$ cat config.mk
export PLATFORM = sky130hd
export DESIGN_NAME = limn2600_fetch_fill
export DESIGN_NICKNAME = d
export VERILOG_FILES = /design/src/rtl/limn2600_fetch_fill.sv
export SDC_FILE = /design/constraint.sdc
export NUM_CORES = 1
export LEC_CHECK = 0
export BUFFER_PORTS_ARGS = -buffer_cell sky130_fd_sc_hd__clkbuf_2
export CORE_MARGIN = 2
export CORE_UTILIZATION = 47
export CTS_BUF_LIST = sky130_fd_sc_hd__clkbuf_4 sky130_fd_sc_hd__clkbuf_8
export DETAILED_ROUTE_END_ITERATION = 8
export PLACE_DENSITY = 0.74
export SETUP_SLACK_MARGIN = 0.3
export SYNTH_ARGS = -nofsm -noshare
export SYNTH_HDL_FRONTEND = slang
export SYNTH_SLANG_ARGS = --single-unit
$ cat constraint.sdc
create_clock -name clk -period 5.25 [get_ports clk]
set_input_delay 1.05 -clock clk [delete_from_list [all_inputs] [get_ports clk]]
set_output_delay 1.05 -clock clk [all_outputs]
set_load 0.005 [all_outputs]
$ cat src/rtl/limn2600_fetch_fill.sv
// ============================================================================
// limn2600_fetch_fill : I-cache line refill engine, critical word first with
//                       wrap-around inside the line.
// Revision 1.0
// ============================================================================
`default_nettype none

module limn2600_fetch_fill #(
  parameter int LINE_WORDS = 4,
  parameter int TIMEOUT    = 255
) (
  input  logic        clk,
  input  logic        rst,
  input  logic        req_valid,
  input  logic [31:0] req_addr,
  output logic        req_ready,
  output logic        mem_rd,
  output logic [31:0] mem_addr,
  input  logic        mem_ack,
  input  logic        mem_err,
  input  logic [31:0] mem_data,
  output logic        cache_we,
  output logic [31:0] cache_addr,
  output logic [31:0] cache_data,
  output logic        done_valid,
  output logic        done_err,
  output logic [31:0] done_addr
);

  localparam int            OFF      = $clog2(LINE_WORDS);
  localparam logic [OFF-1:0] K_LAST  = '1;
  localparam logic [15:0]   TMO_LAST = 16'(TIMEOUT - 1);

  typedef enum logic [1:0] {
    IDLE   = 2'd0,
    READ   = 2'd1,
    FINISH = 2'd2
  } state_t;

  state_t          state, state_next;
  logic [29-OFF:0] base_hi;
  logic [OFF-1:0]  crit;
  logic [OFF-1:0]  k;
  logic [OFF-1:0]  next_off;
  logic [15:0]     tmo;
  logic            tmo_hit;
  logic            last_word;

  assign tmo_hit   = !mem_ack && (tmo == TMO_LAST);
  assign last_word = (k == K_LAST);
  // Offset arithmetic stays OFF bits wide so the word index wraps inside the line.
  assign next_off  = crit + k + OFF'(1);

  always_ff @(posedge clk or posedge rst) begin
    if (rst) state <= IDLE;
    else     state <= state_next;
  end

  always_comb begin
    state_next = state;
    case (state)
      IDLE:    if (req_valid) state_next = READ;
      READ:    if (mem_err || tmo_hit || (mem_ack && last_word)) state_next = FINISH;
      FINISH:  state_next = IDLE;
      default: state_next = IDLE;
    endcase
  end

  always_ff @(posedge clk or posedge rst) begin
    if (rst) begin
      req_ready  <= 1'b1;
      mem_rd     <= 1'b0;
      mem_addr   <= 32'h0;
      cache_we   <= 1'b0;
      cache_addr <= 32'h0;
      cache_data <= 32'h0;
      done_valid <= 1'b0;
      done_err   <= 1'b0;
      done_addr  <= 32'h0;
      base_hi    <= '0;
      crit       <= '0;
      k          <= '0;
      tmo        <= 16'h0;
    end else begin
      cache_we   <= 1'b0;
      done_valid <= 1'b0;
      case (state)
        IDLE: begin
          if (req_valid) begin
            base_hi   <= req_addr[31:OFF+2];
            crit      <= req_addr[OFF+1:2];
            k         <= '0;
            tmo       <= 16'h0;
            req_ready <= 1'b0;
            mem_rd    <= 1'b1;
            mem_addr  <= req_addr & 32'hFFFF_FFFC;
            done_addr <= req_addr & 32'hFFFF_FFFC;
          end
        end
        READ: begin
          if (mem_err) begin
            // Error wins over a simultaneous ack: the data is dropped.
            mem_rd     <= 1'b0;
            done_valid <= 1'b1;
            done_err   <= 1'b1;
          end else if (mem_ack) begin
            cache_we   <= 1'b1;
            cache_addr <= mem_addr;
            cache_data <= mem_data;
            k          <= k + OFF'(1);
            tmo        <= 16'h0;
            mem_addr   <= {base_hi, next_off, 2'b00};
            if (last_word) begin
              mem_rd     <= 1'b0;
              done_valid <= 1'b1;
              done_err   <= 1'b0;
            end
          end else if (tmo_hit) begin
            mem_rd     <= 1'b0;
            done_valid <= 1'b1;
            done_err   <= 1'b1;
          end else begin
            tmo <= tmo + 16'h1;
          end
        end
        FINISH: req_ready <= 1'b1;
        default: req_ready <= 1'b1;
      endcase
    end
  end

endmodule

`default_nettype wire

# [Word level (Yosys, flattened, before mapping)]
# Cells that the tools add are included.
[word_totals] wordCells=82 regBits=181
[op_classes] n_addsub=4 n_mux=35 n_bitwise=2 n_reduce_logical=16 n_eq_ne=11
[ops] operator="32-bit two-way mux" count=3
[ops] operator="16-bit two-way mux" count=4
[ops] operator="32-bit case mux with 2 select lines" count=1
[ops] operator="16-bit case mux with 2 select lines" count=1
[ops] operator="1-bit two-way mux" count=17
[ops] operator="16-bit by 1-bit adder with 16-bit output (second input constant)" count=1
[ops] operator="16-bit by 8-bit equality test with 1-bit output (second input constant)" count=1
[ops] operator="4-bit AND reduction" count=3
[ops] operator="2-bit two-way mux" count=5
[ops] operator="2-bit != test (second input constant)" count=4
[ops] operator="4-bit != test (second input constant)" count=2
[ops] operator="2-bit case mux with 2 select lines" count=2
[ops] operator="2-bit AND reduction" count=3
[ops] operator="3-bit AND reduction" count=2
[ops] operator="2-bit by 1-bit adder with 2-bit output (second input constant)" count=2
[ops] operator="1-bit case mux with 2 select lines" count=2
[ops] operator="3-bit by 1-bit != test with 1-bit output (second input constant)" count=1
[ops] operator="3-bit != test (second input constant)" count=1
[ops] operator="3-bit nonzero test" count=1
[ops] operator="2-bit adder" count=1
[ops] operator="2-bit by 1-bit equality test with 1-bit output (second input constant)" count=1
[ops] operator="2-bit equality test (second input constant)" count=1
[ops] operator="1-bit logical AND" count=2
[ops] operator="2-bit logical NOT" count=1
[ops] operator="other kinds (4)" count=6

# [Logic depth before layout (Yosys ltp)]
[logic_depth] depth_word=6 depth_mapped=8 depth_no_buf=6

# [Least setup slack after synthesis]
# Ideal clock, no wire load.
[synth_timing] kind="input to register" startpoint="input port mem_err" endpoint="register cache_data[25]" n_path_buf=3 slack_ns=2.592 t_required_ns=5.125 cell_stages=5 arrival_time_ns=2.533 cell_sequence="nor4bb_1 -> clkbuf_1 -> buf_1 -> buf_1 -> mux2_2"
[synth_via] elab_chain_cells=2
[synth_rtl] item="start, declared" line="20" source="input logic mem_err,"
[synth_rtl] item="1-bit NOT (no line)"
[synth_rtl] item="3-bit AND reduction (no line)"
[synth_rtl] item="end signal, assigned" line="109" source="cache_data <= mem_data;"
[synth_rtl] item="end, declared" line="24" source="output logic [31:0] cache_data,"
# No other way between the ends.
# A chain may end at the register's enable or synchronous reset.

# [Final worst setup path]
[layout_timing] startpoint="input port req_valid" endpoint="register mem_addr[31]"
[layout_via] elab_chain_cells=2
[layout_rtl] item="start, declared" line="14" source="input logic req_valid,"
[layout_rtl] item="2-bit != test (no line)"
[layout_rtl] item="4-bit AND reduction (no line)"
[layout_rtl] item="end signal, assigned" line="96" source="mem_addr <= req_addr & 32'hFFFF_FFFC;"
[layout_rtl] item="end signal, assigned" line="112" source="mem_addr <= {base_hi, next_off, 2'b00};"
[layout_rtl] item="end, declared" line="18" source="output logic [31:0] mem_addr,"
# No other way between the ends.

==> impl_metrics.json <==
{
  "cts_hold_buf": 0,
  "whs_ns": 0.506,
  "worstSetupEndpointType": "flop",
  "power.total_mw": 4.35,
  "num_rows": 42,
  "worstMarginPinSlew_ns": 1.16,
  "synth_area_leaders": "dfrtp_1 (59%), mux2_2 (11%), nand2_1 (5.9%)",
  "gr-total-overflow": 0,
  "r2r_slack_ns": 2.47,
  "core_area_um2": 13100,
  "start_util_pct": 47.7,
  "power_density_nw_per_um2": 560,
  "h-tree-depth": 4,
  "grt_start_max_net_pins": 98,
  "post_cts_resize_count": 0,
  "fin_crit_ns": 2.81,
  "cts_buffers": 17,
  "postLayoutSetupSlackWorst_ns": 2.44,
  "wirelength_mm": 14.4,
  "dp_slack_ns": 1.96,
  "numClockSinks": 147,
  "critPathTopFamily": "simple AND/OR/NAND/NOR gates",
  "synth_top_area_share_pct": 58.6,
  "critPathMaxFanout": 58,
  "ir_worst_vdd_uv": 273,
  "grt_pass1_wl_mm": 23.7,
  "finalSetupViolCount": 0,
  "finClkSkew_ns": 0.0144,
  "io_pins": 202,
  "path_class": "in -> reg",
  "antenna_cells": 0,
  "worstHoldStart": "base_hi[8]$_DFFE_PP0P_",
  "fp.dieArea_um2": 14200,
  "status": "finished clean",
  "r2r-start": "tmo[12]$_DFFE_PP0P_",
  "synth_flop_cell": "dfrtp_1",
  "syn-cell-area_um2": 6240,
  "vias": 4792,
  "slew_viol_final": 0,
  "crit_start": "req_valid",
  "fp.dieH_um": 119,
  "ys_seq_area_share_pct": 59.0,
  "cts_tree": "done",
  "synth.distinct_cells": 46,
  "synth-edff-count": 0,
  "track_usage_pct": 21.1,
  "antenna_found_initial": 0,
  "cp_slowest_stage_delay_ns": 0.95,
  "rsz0062_at_grt": "no",
  "holdCritPathClass": "reg -> reg",
  "clk_latency_ns": 0.45,
  "wire_per_inst_um": 15.6,
  "final_common_cell": "clkbuf_2",
  "final_core_utilization_pct": 59.4,
  "leakagePower_nw": 3.88,
  "cts_setup_buffers": 0,
  "relSlewSlack_pct": 22.7,
  "synth_warnings": 0,
  "crit_chain": "clkbuf_2 > or3b_2 > nand2b_2 > nor2_1 > a21oi_1",
  "period_share_pct": 53.5,
  "max_freq_ghz": 0.356,
  "final_cell_mix": "clkbuf_2 (193), dfrtp_1 (146), nand2_1 (98)",
  "synth-seq-cells": 147,
  "avgSynthCellArea_um2": 11.4,
  "grt_pass1_vias": 4866,
  "post-dp-hpwl_mm": 9.86,
  "path_clk_slew_ns": 0.08,
  "cp-start-kind": "input port",
  "place_congestion": 0.900,
  "critPathArrivalTime_ns": 3.17,
  "fp.dieW_um": 119,
  "cts_buffer_depth": 2,
  "yosys.area.top_type": "dfrtp_1",
  "synth-async-reset-ratio_pct": 100,
  "path_buf_inv": 1,
  "drtAntennaViolNets": 0,
  "nets": 807,
  "cp.required_ns": 5.61,
  "crit_slowest_cell": "nand2b_2",
  "first_pass_iters": 4,
  "vias_per_cell": 5.19,
  "drc": 0,
  "syn2layout_area_growth_pct": 24.7,
  "portBuffers": 193,
  "drt_iter0_markers": 208,
  "cts-root-buf": "clkbuf_8",
  "drive_gt1_share_pct": 40.8,
  "finalHoldViolations": 0,
  "syn_inst": 549,
  "maxCapViolCount": 0,
  "tns_ns": 0
}
flip-flops by register name, summed over array words and instances (netlist names):
register / flops
cache_we: 1
req_ready: 1
base_hi: 28
crit: 1
done_valid: 1
mem_rd: 1
tmo: 16
state: 2
mem_addr: 30
cache_addr: 30
k: 2
cache_data: 32
done_addr: 1
done_err: 1
synthesized netlist by cell type, types with 2 or more instances:
library cell / instances
a31oi_1: 16
buf_1: 6
mux2_2: 63
a311o_1: 2
or4_1: 3
ha_1: 4
o31a_1: 2
a41oi_1: 6
nand4b_1: 2
nand2b_1: 6
nor2_1: 40
clkbuf_1: 24
nand4_1: 5
and3_1: 3
a211o_1: 2
buf_4: 6
dfrtp_1: 146
nand2_1: 98
inv_1: 10
a21oi_1: 33
nor2b_1: 3
nor3_1: 4
mux2i_1: 29
nand3_1: 5
o21ai_0: 10
final timing paths:
path                       depth (start not counted)                    endpoint
setup / recovery                                   5    mem_addr[31]$_DFFE_PP0P_
hold / removal                                     2      base_hi[8]$_DFFE_PP0P_
setup reg to reg                                   4          tmo[1]$_DFFE_PP0P_
hold reg to reg                                    2      base_hi[8]$_DFFE_PP0P_
max in group asynchronous                          3    mem_addr[13]$_DFFE_PP0P_
min in group asynchronous                          2  cache_data[14]$_DFFE_PP0P_
per-layer routing:
| layer | share of wire (%) | global-route usage [%] |
|---|---|---|
| met1 | 42 | 26.1 |
| met4 | 2.3 | 9.08 |
| met3 | 4.3 | 4.79 |
| met2 | 51 | 35.5 |
| met5 | 0 | 0 |
through the flow:
stage | area [µm²] | std cells
CTS | 7780 | 923
global route | 7780 | 923
detailed placement | 7360 | 891
floorplan | 6260 | 554
global placement | 7360 | 891
finish | 7780 | 923
worst reg2reg max path, cell delays in order, from the launching register on:
cell,delay (ns)
dfrtp_1,0.44
or4_1,0.56
or4_1,0.86
o31a_4,0.48
mux2_4,0.32
final cells by class:
class,count,area [µm²]
clock buffers,21,270
clock inverters,11,151
fillers,1091,5310
inverters,10,41.3
multi-input cells,359,2390
flip-flops and latches,147,3680
well taps,176,220
repair buffers,199,1020
cell families after synthesis:
group           synth area share [%]
compound gates                  7.86
xor+xnor                       0.281
fa+ha+maj                      0.802
buf+inv                         3.39
flops                           59.0
other cells                   0.0601
simple gates                    12.4
mux                             16.3
power by group:
group	switching, mW	internal (mW)	total (mW)
clock network	0.431	0.502	0.933
logic	0.703	0.753	1.46
registers	0.338	1.62	1.96
total	1.47	2.88	4.35
(Power assumes the default switching activity.)
